$ cat src/rtl/mc_ctrl_unit_pkg.sv
// Shared definitions for the multi-cycle MIPS controller: state codes, opcode/funct
// values, control-field encodings and instruction-class decode helpers.
package mc_ctrl_unit_pkg;

  typedef logic [3:0] state_t;

  localparam state_t S_IDLE   = 4'd0;
  localparam state_t S_FETCH  = 4'd1;
  localparam state_t S_DECODE = 4'd2;
  localparam state_t S_MEMADR = 4'd3;
  localparam state_t S_MEMRD  = 4'd4;
  localparam state_t S_MEMWB  = 4'd5;
  localparam state_t S_MEMWR  = 4'd6;
  localparam state_t S_EXEC   = 4'd7;
  localparam state_t S_ALUWB  = 4'd8;
  localparam state_t S_BRANCH = 4'd9;
  localparam state_t S_JUMP   = 4'd10;
  localparam state_t S_JAL    = 4'd11;
  localparam state_t S_JR     = 4'd12;
  localparam state_t S_TRAP   = 4'd13;

  localparam logic [5:0] OP_RTYPE = 6'b000000;
  localparam logic [5:0] OP_ORI   = 6'b001101;
  localparam logic [5:0] OP_LUI   = 6'b001111;
  localparam logic [5:0] OP_LW    = 6'b100011;
  localparam logic [5:0] OP_SW    = 6'b101011;
  localparam logic [5:0] OP_BEQ   = 6'b000100;
  localparam logic [5:0] OP_BNE   = 6'b000101;
  localparam logic [5:0] OP_J     = 6'b000010;
  localparam logic [5:0] OP_JAL   = 6'b000011;

  localparam logic [5:0] FN_ADDU  = 6'b100001;
  localparam logic [5:0] FN_SUBU  = 6'b100011;
  localparam logic [5:0] FN_AND   = 6'b100100;
  localparam logic [5:0] FN_OR    = 6'b100101;
  localparam logic [5:0] FN_SLT   = 6'b101010;
  localparam logic [5:0] FN_JR    = 6'b001000;

  localparam logic [3:0] ALU_AND = 4'd1;
  localparam logic [3:0] ALU_OR  = 4'd2;
  localparam logic [3:0] ALU_XOR = 4'd4;
  localparam logic [3:0] ALU_ADD = 4'd5;
  localparam logic [3:0] ALU_SUB = 4'd6;
  localparam logic [3:0] ALU_SLT = 4'd10;

  localparam logic [1:0] NPC_PC4 = 2'b00;
  localparam logic [1:0] NPC_BR  = 2'b01;
  localparam logic [1:0] NPC_J   = 2'b10;
  localparam logic [1:0] NPC_JR  = 2'b11;

  localparam logic [1:0] EXT_ZERO = 2'b00;
  localparam logic [1:0] EXT_SIGN = 2'b01;
  localparam logic [1:0] EXT_HI16 = 2'b10;

  localparam logic [1:0] RFIN_PC4 = 2'b00;
  localparam logic [1:0] RFIN_DR  = 2'b01;
  localparam logic [1:0] RFIN_ALU = 2'b10;
  localparam logic [1:0] RFIN_EXT = 2'b11;

  localparam logic [1:0] RFOUT_RD = 2'b00;
  localparam logic [1:0] RFOUT_RT = 2'b01;
  localparam logic [1:0] RFOUT_31 = 2'b10;

  typedef enum logic [3:0] {
    C_RALU, C_ORI, C_LUI, C_LW, C_SW, C_BEQ, C_BNE, C_J, C_JAL, C_JR, C_ILL
  } iclass_t;

  function automatic iclass_t decode_class(input logic [5:0] op, input logic [5:0] funct);
    iclass_t c;
    c = C_ILL;
    case (op)
      OP_RTYPE: begin
        case (funct)
          FN_ADDU, FN_SUBU, FN_AND, FN_OR, FN_SLT: c = C_RALU;
          FN_JR:                                   c = C_JR;
          default:                                 c = C_ILL;
        endcase
      end
      OP_ORI:  c = C_ORI;
      OP_LUI:  c = C_LUI;
      OP_LW:   c = C_LW;
      OP_SW:   c = C_SW;
      OP_BEQ:  c = C_BEQ;
      OP_BNE:  c = C_BNE;
      OP_J:    c = C_J;
      OP_JAL:  c = C_JAL;
      default: c = C_ILL;
    endcase
    return c;
  endfunction

  function automatic logic [3:0] alu_of_funct(input logic [5:0] funct);
    logic [3:0] a;
    a = 4'd0;
    case (funct)
      FN_ADDU: a = ALU_ADD;
      FN_SUBU: a = ALU_SUB;
      FN_AND:  a = ALU_AND;
      FN_OR:   a = ALU_OR;
      FN_SLT:  a = ALU_SLT;
      default: a = 4'd0;
    endcase
    return a;
  endfunction

  function automatic logic [1:0] ext_of(input iclass_t c);
    logic [1:0] e;
    e = EXT_ZERO;
    case (c)
      C_LW, C_SW, C_BEQ, C_BNE: e = EXT_SIGN;
      C_LUI:                    e = EXT_HI16;
      default:                  e = EXT_ZERO;
    endcase
    return e;
  endfunction

endpackage

$ cat src/rtl/mc_ctrl_unit_if.sv
// Controller <-> datapath bundle: IR fields, flags and memory handshakes in,
// mux selects, write enables, status out.
interface mc_ctrl_unit_if #(
  parameter int ALUOP_W = 4,
  parameter int CNT_W   = 32
);
  logic [5:0]         op;
  logic [5:0]         funct;
  logic               zero;
  logic               imem_ready;
  logic               dmem_ready;
  logic               B_sel;
  logic [1:0]         RFin_sel;
  logic [1:0]         RFout_sel;
  logic               RFWr;
  logic               DMWr;
  logic               PCWr;
  logic               IRWr;
  logic [1:0]         npcop;
  logic [1:0]         extop;
  logic [ALUOP_W-1:0] aluop;
  logic               trap;
  logic [CNT_W-1:0]   instr_cnt;

  modport master (
    input  op, funct, zero, imem_ready, dmem_ready,
    output B_sel, RFin_sel, RFout_sel, RFWr, DMWr, PCWr, IRWr,
           npcop, extop, aluop, trap, instr_cnt
  );

  modport slave (
    output op, funct, zero, imem_ready, dmem_ready,
    input  B_sel, RFin_sel, RFout_sel, RFWr, DMWr, PCWr, IRWr,
           npcop, extop, aluop, trap, instr_cnt
  );
endinterface

$ cat src/rtl/mc_ctrl_unit_wait_timer.sv
// Handshake wait counter: counts consecutive not-ready cycles in a wait state and
// flags the cycle on which the TMO_CYC-th not-ready cycle occurs.
module mc_ctrl_unit_wait_timer #(
  parameter int TMO_CYC = 255
) (
  input  logic clk,
  input  logic rst,
  input  logic active,
  input  logic ready,
  output logic timeout
);
  localparam int CW = $clog2(TMO_CYC + 1);

  logic [CW-1:0] cnt;

  // Every wait exits on ready, so clearing on ready also covers MEMWR -> FETCH.
  always_ff @(posedge clk or negedge rst) begin
    if (!rst)                 cnt <= '0;
    else if (!active || ready) cnt <= '0;
    else                      cnt <= cnt + 1'b1;
  end

  assign timeout = active && !ready && (cnt == CW'(TMO_CYC - 1));
endmodule

$ cat src/rtl/mc_ctrl_unit.sv
// Multi-cycle MIPS controller: registered state, Moore-style control decode from
// state and IR fields, memory handshake waits with timeout trap, retired-instr count.
module mc_ctrl_unit
  import mc_ctrl_unit_pkg::*;
#(
  parameter int ALUOP_W = 4,
  parameter int MEM_HS  = 1,
  parameter int TMO_CYC = 255,
  parameter int CNT_W   = 32
) (
  input logic             clk,
  input logic             rst,
  mc_ctrl_unit_if.master  bus
);
  state_t           state, state_nx;
  iclass_t          cls;
  logic [1:0]       ext_code;
  logic             imem_rdy, dmem_rdy;
  logic             wait_active, wait_ready, timeout, retire;
  logic [CNT_W-1:0] cnt_q;

  assign cls      = decode_class(bus.op, bus.funct);
  assign ext_code = ext_of(cls);
  assign imem_rdy = (MEM_HS == 0) ? 1'b1 : bus.imem_ready;
  assign dmem_rdy = (MEM_HS == 0) ? 1'b1 : bus.dmem_ready;

  assign wait_active = (state == S_FETCH) || (state == S_MEMRD) || (state == S_MEMWR);
  assign wait_ready  = (state == S_FETCH) ? imem_rdy : dmem_rdy;

  mc_ctrl_unit_wait_timer #(.TMO_CYC(TMO_CYC)) u_timer (
    .clk     (clk),
    .rst     (rst),
    .active  (wait_active),
    .ready   (wait_ready),
    .timeout (timeout)
  );

  always_comb begin
    state_nx = state;
    case (state)
      S_IDLE:   state_nx = S_FETCH;
      S_FETCH:  if (imem_rdy) state_nx = S_DECODE; else if (timeout) state_nx = S_TRAP;
      S_DECODE: begin
        case (cls)
          C_RALU, C_ORI, C_LUI: state_nx = S_EXEC;
          C_LW, C_SW:           state_nx = S_MEMADR;
          C_BEQ, C_BNE:         state_nx = S_BRANCH;
          C_J:                  state_nx = S_JUMP;
          C_JAL:                state_nx = S_JAL;
          C_JR:                 state_nx = S_JR;
          default:              state_nx = S_TRAP;
        endcase
      end
      S_MEMADR: state_nx = (cls == C_LW) ? S_MEMRD : S_MEMWR;
      S_MEMRD:  if (dmem_rdy) state_nx = S_MEMWB; else if (timeout) state_nx = S_TRAP;
      S_MEMWR:  if (dmem_rdy) state_nx = S_FETCH; else if (timeout) state_nx = S_TRAP;
      S_EXEC:   state_nx = S_ALUWB;
      S_MEMWB, S_ALUWB, S_BRANCH, S_JUMP, S_JAL, S_JR: state_nx = S_FETCH;
      S_TRAP:   state_nx = S_TRAP;
      default:  state_nx = S_TRAP;
    endcase
  end

  assign retire = (state == S_MEMWB) || (state == S_ALUWB) || (state == S_BRANCH) ||
                  (state == S_JUMP)  || (state == S_JAL)   || (state == S_JR)     ||
                  ((state == S_MEMWR) && dmem_rdy);

  always_ff @(posedge clk or negedge rst) begin
    if (!rst) begin
      state <= S_IDLE;
      cnt_q <= '0;
    end else begin
      state <= state_nx;
      if (retire) cnt_q <= cnt_q + 1'b1;
    end
  end

  // The extender code is kept stable in every state whose datapath consumes EXT.
  always_comb begin
    bus.B_sel     = 1'b0;
    bus.RFin_sel  = RFIN_PC4;
    bus.RFout_sel = RFOUT_RD;
    bus.RFWr      = 1'b0;
    bus.DMWr      = 1'b0;
    bus.PCWr      = 1'b0;
    bus.IRWr      = 1'b0;
    bus.npcop     = NPC_PC4;
    bus.extop     = EXT_ZERO;
    bus.aluop     = '0;
    case (state)
      S_FETCH: begin
        bus.PCWr = imem_rdy;
        bus.IRWr = imem_rdy;
      end
      S_DECODE: bus.extop = ext_code;
      S_MEMADR: begin
        bus.B_sel = 1'b1;
        bus.aluop = ALUOP_W'(ALU_ADD);
        bus.extop = ext_code;
      end
      S_MEMWB: begin
        bus.RFWr      = 1'b1;
        bus.RFin_sel  = RFIN_DR;
        bus.RFout_sel = RFOUT_RT;
      end
      S_MEMWR: bus.DMWr = 1'b1;
      S_EXEC: begin
        bus.extop = ext_code;
        if (cls == C_RALU) begin
          bus.aluop = ALUOP_W'(alu_of_funct(bus.funct));
        end else if (cls == C_ORI) begin
          bus.B_sel = 1'b1;
          bus.aluop = ALUOP_W'(ALU_OR);
        end
      end
      S_ALUWB: begin
        bus.RFWr      = 1'b1;
        bus.extop     = ext_code;
        bus.RFin_sel  = (cls == C_LUI)  ? RFIN_EXT : RFIN_ALU;
        bus.RFout_sel = (cls == C_RALU) ? RFOUT_RD : RFOUT_RT;
      end
      S_BRANCH: begin
        bus.aluop = ALUOP_W'(ALU_SUB);
        bus.npcop = NPC_BR;
        bus.PCWr  = (cls == C_BNE) ? !bus.zero : bus.zero;
      end
      S_JUMP: begin
        bus.npcop = NPC_J;
        bus.PCWr  = 1'b1;
      end
      S_JAL: begin
        bus.npcop     = NPC_J;
        bus.PCWr      = 1'b1;
        bus.RFWr      = 1'b1;
        bus.RFin_sel  = RFIN_PC4;
        bus.RFout_sel = RFOUT_31;
      end
      S_JR: begin
        bus.npcop = NPC_JR;
        bus.PCWr  = 1'b1;
      end
      default: ;
    endcase
  end

  assign bus.trap      = (state == S_TRAP);
  assign bus.instr_cnt = cnt_q;
endmodule

$ cat src/flat_wrapper.sv
// flat-port wrapper written by rule: the top's interface ports become plain ports
module mc_ctrl_unit_flat import mc_ctrl_unit_pkg::*;
#(
  parameter int ALUOP_W = 4,
  parameter int MEM_HS  = 1,
  parameter int TMO_CYC = 255,
  parameter int CNT_W   = 32
)
  (clk, rst, bus_op, bus_funct, bus_zero, bus_imem_ready, bus_dmem_ready, bus_B_sel, bus_RFin_sel, bus_RFout_sel, bus_RFWr, bus_DMWr, bus_PCWr, bus_IRWr, bus_npcop, bus_extop, bus_aluop, bus_trap, bus_instr_cnt);
  mc_ctrl_unit_if #(.ALUOP_W(ALUOP_W), .CNT_W(CNT_W)) bus_i ();
  input logic clk;
  input logic rst;
  input wire logic [$bits(bus_i.op)-1:0] bus_op;
  input wire logic [$bits(bus_i.funct)-1:0] bus_funct;
  input wire logic [$bits(bus_i.zero)-1:0] bus_zero;
  input wire logic [$bits(bus_i.imem_ready)-1:0] bus_imem_ready;
  input wire logic [$bits(bus_i.dmem_ready)-1:0] bus_dmem_ready;
  output wire logic [$bits(bus_i.B_sel)-1:0] bus_B_sel;
  output wire logic [$bits(bus_i.RFin_sel)-1:0] bus_RFin_sel;
  output wire logic [$bits(bus_i.RFout_sel)-1:0] bus_RFout_sel;
  output wire logic [$bits(bus_i.RFWr)-1:0] bus_RFWr;
  output wire logic [$bits(bus_i.DMWr)-1:0] bus_DMWr;
  output wire logic [$bits(bus_i.PCWr)-1:0] bus_PCWr;
  output wire logic [$bits(bus_i.IRWr)-1:0] bus_IRWr;
  output wire logic [$bits(bus_i.npcop)-1:0] bus_npcop;
  output wire logic [$bits(bus_i.extop)-1:0] bus_extop;
  output wire logic [$bits(bus_i.aluop)-1:0] bus_aluop;
  output wire logic [$bits(bus_i.trap)-1:0] bus_trap;
  output wire logic [$bits(bus_i.instr_cnt)-1:0] bus_instr_cnt;
  assign bus_i.op = bus_op;
  assign bus_i.funct = bus_funct;
  assign bus_i.zero = bus_zero;
  assign bus_i.imem_ready = bus_imem_ready;
  assign bus_i.dmem_ready = bus_dmem_ready;
  assign bus_B_sel = bus_i.B_sel;
  assign bus_RFin_sel = bus_i.RFin_sel;
  assign bus_RFout_sel = bus_i.RFout_sel;
  assign bus_RFWr = bus_i.RFWr;
  assign bus_DMWr = bus_i.DMWr;
  assign bus_PCWr = bus_i.PCWr;
  assign bus_IRWr = bus_i.IRWr;
  assign bus_npcop = bus_i.npcop;
  assign bus_extop = bus_i.extop;
  assign bus_aluop = bus_i.aluop;
  assign bus_trap = bus_i.trap;
  assign bus_instr_cnt = bus_i.instr_cnt;
  mc_ctrl_unit #(.ALUOP_W(ALUOP_W), .MEM_HS(MEM_HS), .TMO_CYC(TMO_CYC), .CNT_W(CNT_W)) u_core (.clk(clk), .rst(rst), .bus(bus_i));
endmodule
$ cat config.mk
export PLATFORM = sky130hd
export DESIGN_NAME = mc_ctrl_unit_flat
export DESIGN_NICKNAME = d
export VERILOG_FILES = /design/src/rtl/mc_ctrl_unit_pkg.sv /design/src/rtl/mc_ctrl_unit_if.sv /design/src/rtl/mc_ctrl_unit_wait_timer.sv /design/src/rtl/mc_ctrl_unit.sv /design/src/flat_wrapper.sv
export SDC_FILE = /design/constraint.sdc
export NUM_CORES = 1
export LEC_CHECK = 0
export CAP_MARGIN = 10
export CORE_AREA = 2 2 57 112
export CTS_CLUSTER_DIAMETER = 120
export DETAILED_ROUTE_END_ITERATION = 7
export DIE_AREA = 0 0 59 114
export PLACE_DENSITY = 0.79
export SETUP_SLACK_MARGIN = 0.5
export SLEW_MARGIN = 10
export SYNTH_ARGS = -nofsm -noshare
export SYNTH_HDL_FRONTEND = slang
export SYNTH_SLANG_ARGS = --single-unit
$ cat constraint.sdc
create_clock -name clk -period 3.6 [get_ports clk]
set_input_delay 0.72 -clock clk [delete_from_list [all_inputs] [get_ports clk]]
set_output_delay 0.72 -clock clk [all_outputs]
set_load 0.02 [all_outputs]
; After elaboration in Yosys (flattened, before gate mapping)
; Memory sizes are Yosys's and may differ from the RTL's.
; Index checks and enable logic that the tools add are counted.
[op_classes]
n_addsub = 2
eq_ne = 34
muxes = 29
reduce_logical = 25
[ops]
columns = cell, count
row1 = "6-bit equality test, second input constant", 7
row2 = 4-bit one-hot mux with 9 select lines, 1
row3 = "32-bit by 1-bit adder with 32-bit output, second input constant", 1
row4 = "4-bit by 3-bit equality test with 1-bit output, second input constant", 7
row5 = 4-bit one-hot mux with 7 select lines, 1
row6 = "4-bit equality test, second input constant", 6
row7 = 4-bit two-way mux, 5
row8 = 4-bit one-hot mux with 5 select lines, 1
row9 = "6-bit by 4-bit equality test with 1-bit output, second input constant", 3
row10 = "4-bit by 2-bit equality test with 1-bit output, second input constant", 4
row11 = "6-bit by 2-bit equality test with 1-bit output, second input constant", 2
row12 = "6-bit by 3-bit equality test with 1-bit output, second input constant", 2
row13 = 2-bit one-hot mux with 3 select lines, 2
row14 = 4-bit one-hot mux with 3 select lines, 1
row15 = 1-bit logical OR, 9
row16 = 1-bit two-way mux, 9
row17 = "8-bit by 1-bit adder with 8-bit output, second input constant", 1
row18 = "4-bit by 1-bit equality test with 1-bit output, second input constant", 2
row19 = "8-bit equality test, second input constant", 1
row20 = 4-bit logical NOT, 2
row21 = 8-bit two-way mux, 1
row22 = 2-bit one-hot mux with 2 select lines, 2
row23 = 4-bit one-hot mux with 2 select lines, 1
row24 = 4-bit OR reduction, 2
row25 = other kinds (10), 17
[totals]
regBits = 44
mem_bits_ro = 64
input_bits = 17
out_inout_bits = 50
wordCells = 94
n_memories = 1
[memory_table]
columns = name, depth, width, read_ports, rd_clocked_by_memory_dff, wr, line
row1 = (name not given), 16, 4, 1, 0, 0, mc_ctrl_unit.sv:44  ; case (cls)

; Longest topological paths before layout
[depth]
word_depth = 8
depth_mapped = 11
ltp_nobuf = 10

; Cells and area by module
; From an unflattened synthesis, not the netlist that was laid out.
[unflattened]
cells_unflattened = 316
area_unflattened_um2 = 2869.0
[modules_own_cells]
columns = mod, n_inst, cells_per_inst, area_per_inst_um2, seq_area_each_um2
row1 = mc_ctrl_unit, 1, 278, 2492.4, 900.9
row2 = mc_ctrl_unit_wait_timer, 1, 38, 376.6, 200.2

; Least setup slack after synthesis
; No wires, ideal clock.
[synth_timing]
kind = input to output
startpoint = input port bus_op[5]
endpoint = output port bus_PCWr
arrival_ps = 2777
required_time_ps = 2880
path_slack_ps = 103
stages = 9
n_path_buf = 1
cell_sequence = clkbuf_1 -> nor4_1 -> a21oi_1 -> or3_1 -> ha_1 -> inv_1 -> a21oi_1 -> xnor2_1 -> o311ai_1
[synth_via]
elab_chain_cells = 5
word_cells_on_any_way = 13
cone_classes = eq/ne: 9 / mux: 3 / reduce/logical: 1
[synth_lines]
columns = item, line
row1 = from (decl), flat_wrapper.sv:13  ; input wire logic [$bits(bus_i.op)-1:0] bus_op;
row2 = "6-bit by 2-bit equality test with 1-bit output, or another cell as far along", mc_ctrl_unit_pkg.sv:71  ; case (op)
row3 = 4-bit one-hot mux with 9 select lines (*), mc_ctrl_unit_pkg.sv:71
row4 = 4-bit by 3-bit equality test with 1-bit output (*), mc_ctrl_unit.sv:125  ; bus.PCWr = (cls == C_BNE) ? !bus.zero : bus.zero;
row5 = 1-bit two-way mux (*), mc_ctrl_unit.sv:125
row6 = 1-bit one-hot mux with 3 select lines (*), mc_ctrl_unit.sv:90  ; case (state)
row7 = to (decl), flat_wrapper.sv:23  ; output wire logic [$bits(bus_i.PCWr)-1:0] bus_PCWr;
; Mark *: on every way between the ends. The rest lies on a longest branch, timed or not.

; Final worst setup path
[layout_timing]
startpoint = input port bus_funct[1]
endpoint = output port bus_aluop[1]
[layout_via]
elab_chain_cells = 8
word_cells_on_any_way = 15
cone_classes = eq/ne: 7 / mux: 6 / reduce/logical: 2
[layout_lines]
columns = item, line
row1 = from (decl), flat_wrapper.sv:14  ; input wire logic [$bits(bus_i.funct)-1:0] bus_funct;
row2 = 6-bit equality test, "mc_ctrl_unit_pkg.sv:73, mc_ctrl_unit_pkg.sv:95"
row3 = 5-bit OR reduction, mc_ctrl_unit_pkg.sv:73  ; case (funct)
row4 = 4-bit one-hot mux with 2 select lines, mc_ctrl_unit_pkg.sv:73
row5 = 4-bit one-hot mux with 9 select lines, mc_ctrl_unit_pkg.sv:71
row6 = 4-bit by 1-bit equality test with 1-bit output, mc_ctrl_unit.sv:111  ; end else if (cls == C_ORI) begin
row7 = 2-bit two-way mux, mc_ctrl_unit.sv:111
row8 = 4-bit two-way mux (*), mc_ctrl_unit.sv:109  ; if (cls == C_RALU) begin
row9 = 4-bit one-hot mux with 3 select lines (*), mc_ctrl_unit.sv:90
row10 = to (decl), flat_wrapper.sv:27  ; output wire logic [$bits(bus_i.aluop)-1:0] bus_aluop;
; Marks and branches as above.

==> reports/metrics.cfg <==
[synth]
ys_ff_latch = 44
ys_dominant_reg_cell = sky130_fd_sc_hd__dfrtp_1
synth.yosys.warnings = 0
synth-async-reset-ratio_pct = 100.0
post_synth_edffs = 0
synth_fp_nets = 353
synthCells = 327
ranking_of_synthesized_cells_by_area = sky130_fd_sc_hd__dfrtp_1, sky130_fd_sc_hd__xor2_1, sky130_fd_sc_hd__xnor2_1
netlist.area_leader.share_pct = 37.78
synth_seq_area_share_pct = 37.78
synth_top_cell_by_area = sky130_fd_sc_hd__dfrtp_1
syn-cell-area_mm2 = 0.002914
post_synth_num_cell_types = 56
syn_avg_cell_area_um2 = 8.911

[global_routing]
global_route.overflow_total = 0
grt_pass1_wl_um = 13450
antenna_violations_before_repair = 0
grt_pass1_vias = 2875
grt_max_degree = 45
grtUsageTotal_pct = 25.34

[critical_path]
critPathRequiredTime_ps = 2880
crit_fanout = 4
crit_path_start_kind = input pin
class_of_the_most_critical_setup_path = in -> out
cp-end-kind = output port
ff2ff_setup_slack_ps = 1040
cp_data_arrival_time_ps = 2910
timing.reg2reg.worst_path_depth = 5

[timing]
max_slew.worst_pin.slew_ps = 1196
max-slew-margin-rel_pct = 19.90
post-route-period-util_pct = 100.8
max_slew_violation_total_from_the_final_report = 0
grt_setup_unrepaired = yes
peak_freq_mhz = 275.7
whs_ps = 470.9
timing.final.hold_violations = 0
fin_skew_ps = 1.802
finalCriticalPeriod_ps = 3627
final_setup_viols = 1
layout_setup_ws_ps = -27.04

[clocking]
clock_insertion_delay_worst_skew_ps = 280
cts_buf_count = 5
cts_max_path_buffers = 2
clock-sinks = 44
cts_hold_buf = 0
cts_root_buf = sky130_fd_sc_hd__clkbuf_16
tritoncts = built
h-tree-depth = 2
cts.clk_slew.worst_paths_ps = 60

[cells_and_area]
multi_input_comb_area_mm2 = 0.001952
layout_nets = 450
fin_util_pct = 73.79
fill_count = 390
area.growth.synth_to_final_pct = 49.55
num_antenna_cells = 0
seq_area_mm2 = 0.001101
drive_gt1_share_pct = 25.88

[pwr]
totalPowerFinal_w = 0.002125
power_per_cell_area_mw_per_mm2 = 487.5
power.static_leakage_nw = 1.968
power.switching_fraction_pct = 37.68
switch_pwr_w = 0.0008006
comb_power_share_pct = 42.9
power_frac_clock_pct = 25.6
intPower_w = 0.001324
vdd.ir_drop.worst_uv = 452.2
seq_power_share_pct = 31.4

[placed_design]
place.gp.congestion = 0.8424
numPortBuffers = 66
dp_hpwl_um = 5596

[floorplanning]
die_area_mm2 = 0.006726
x_dimension_of_the_die_um = 59
core.rowCount = 40
initial_utilization_pct = 49.34
chipHeight_um = 114
io_pins = 67
core_mm2 = 0.005906

[routing]
routed_length_per_instance_um = 17.53
detailedRoute.firstIterationViolations = 237
drt_pre_antenna_iters = 4
avgViaCountPerCell = 5.965
antenna_violating_nets_post_route = 0
vias = 2911
finalWirelength_um = 8556
number_of_drc_violations_after_detailed_routing = 0

[outcome]
result_of_the_run = finished with violations
violations_in_the_final_reports = setup timing

[worst_hold_path]
hold_class = reg -> reg
hold-path-cell-count = 1

[run]
cap_violations = 0

==> cell usage in the layout (no fill, tap or decap), types with 4 or more instances in the layout <==
cell type,n
sky130_fd_sc_hd__nor3b_1,4
sky130_fd_sc_hd__xnor2_1,13
sky130_fd_sc_hd__dfrtp_1,44
sky130_fd_sc_hd__and4_1,5
sky130_fd_sc_hd__nor2b_1,6
sky130_fd_sc_hd__buf_4,34
sky130_fd_sc_hd__buf_6,18
sky130_fd_sc_hd__and3_1,5
sky130_fd_sc_hd__xor2_1,29
sky130_fd_sc_hd__ha_1,6
sky130_fd_sc_hd__nand4_1,7
sky130_fd_sc_hd__nand2b_1,4
sky130_fd_sc_hd__a21oi_1,8
sky130_fd_sc_hd__buf_2,8
sky130_fd_sc_hd__nor4_1,11
sky130_fd_sc_hd__nand2_1,21
sky130_fd_sc_hd__inv_1,12
sky130_fd_sc_hd__o21ai_1,4
sky130_fd_sc_hd__nor2_1,28
sky130_fd_sc_hd__a21oi_2,5
sky130_fd_sc_hd__nor3_1,12
sky130_fd_sc_hd__clkbuf_16,5
sky130_fd_sc_hd__clkdlybuf4s50_1,44
sky130_fd_sc_hd__nand3_1,14
==> worst max-delay path, cell delays in order <==
cell and delay (ps):
sky130_fd_sc_hd__buf_8 100, sky130_fd_sc_hd__buf_6 110, sky130_fd_sc_hd__and4bb_2 260, sky130_fd_sc_hd__o31ai_4 290, sky130_fd_sc_hd__nand3_2 150, sky130_fd_sc_hd__a21oi_4 190, sky130_fd_sc_hd__nor3_4 80, sky130_fd_sc_hd__buf_4 140
sky130_fd_sc_hd__buf_6 120, sky130_fd_sc_hd__ha_4 180, sky130_fd_sc_hd__a2bb2oi_4 170, sky130_fd_sc_hd__nor4_4 50, sky130_fd_sc_hd__o21a_2 220, sky130_fd_sc_hd__buf_6 130
==> final timing paths <==
check,from,end
max,bus_funct[1],bus_aluop[1]
min,u_core.bus.instr_cnt[31],u_core.bus.instr_cnt[31]
max reg2reg,u_core.state[2],u_core.bus.instr_cnt[23]
min reg2reg,u_core.bus.instr_cnt[31],u_core.bus.instr_cnt[31]
max in group asynchronous,rst,u_core.bus.instr_cnt[18]
min in group asynchronous,rst,u_core.state[0]
==> stage by stage <==
stage / setup slack, ps / TNS (ps) / instance area [um^2] / instances
after floorplan: 356.3 / 0 / 3007 / 327
after global placement: -727.2 / -6518 / 3866 / 470
after global routing: -56.87 / -74.09 / 4358 / 488
final: -27.04 / -27.04 / 4358 / 488
after detailed placement: -844.8 / -7215 / 3866 / 470
after CTS: 76.16 / 0 / 4220 / 484
==> Yosys cell counts (5+ instances only) <==
cell and count:
sky130_fd_sc_hd__dfrtp_1 44, sky130_fd_sc_hd__clkbuf_1 12, sky130_fd_sc_hd__and4_1 5, sky130_fd_sc_hd__a21oi_1 15, sky130_fd_sc_hd__ha_1 9, sky130_fd_sc_hd__nand4_1 7
sky130_fd_sc_hd__nor2b_1 8, sky130_fd_sc_hd__and3_1 5, sky130_fd_sc_hd__xor2_1 29, sky130_fd_sc_hd__xnor2_1 14, sky130_fd_sc_hd__nand3_1 15, sky130_fd_sc_hd__nand2_1 23
sky130_fd_sc_hd__nor2_1 28, sky130_fd_sc_hd__nor3_1 14, sky130_fd_sc_hd__nor3b_1 7, sky130_fd_sc_hd__nor4_1 15, sky130_fd_sc_hd__inv_1 14
==> timing repair <==
item                                    CTS  global route
cloned                                    1             0
setup buffers                             5             4
hold endpoints to repair                  0             0
pin swaps                                27            15
endpoints found under the setup margin   11            10
resized for setup                       131            24
==> state kept, by name, indices dropped and copies added (netlist names) <==
signal,flops
u_core.state,4
u_core.bus.instr_cnt,32
u_core.u_timer.cnt,8
==> cells by family (layout without fill, tap and decap cells) <==
| kind of cell | after synthesis | after routing | share of synthesized area, % |
|---|---|---|---|
| adder cells (fa/ha/maj) | 9 | 9 | 3.864 |
| AO/OA/AOI/OAI | 53 | 53 | 12.80 |
| AND/OR/NAND/NOR | 145 | 145 | 27.52 |
| buffers and inverters | 32 | 130 | 4.723 |
| flip-flops | 44 | 44 | 37.78 |
| multiplexers | 1 | 1 | 0.3864 |
| XOR/XNOR | 43 | 43 | 12.92 |
==> area by class of cell <==
cell class	instances	area share (%)
multi-input cells	251	44.79
clock buffers	7	3.503
inverters	15	1.407
clock inverters	1	0.6891
well taps	63	1.809
repair buffers	107	22.54
flip-flops and latches	44	25.27
==> routing by layer <==
layer / global-route usage, % / share of wire (%) / vias to the layer above / wire, um
met2: 42.74 / 52 / 100 / 4465
met1: 30.93 / 40 / 1422 / 3388
met3: 6.009 / 5.2 / 29 / 443
met5: 0 / 0 / - / 0
met4: 8.636 / 3.0 / 0 / 259
li1: - / - / 1360 / -
==> power by group through the flow <==
stage                     registers, W  clock network [W]  logic [W]
after global routing          0.000677           0.000566   0.000973
after detailed placement      0.000670                  0   0.000848
after global placement        0.000661                  0   0.000825
after floorplan               0.000660                  0   0.000523
final                         0.000668           0.000545   0.000912
after CTS                     0.000665           0.000552   0.000877
Power figures use the tool's default switching activity.
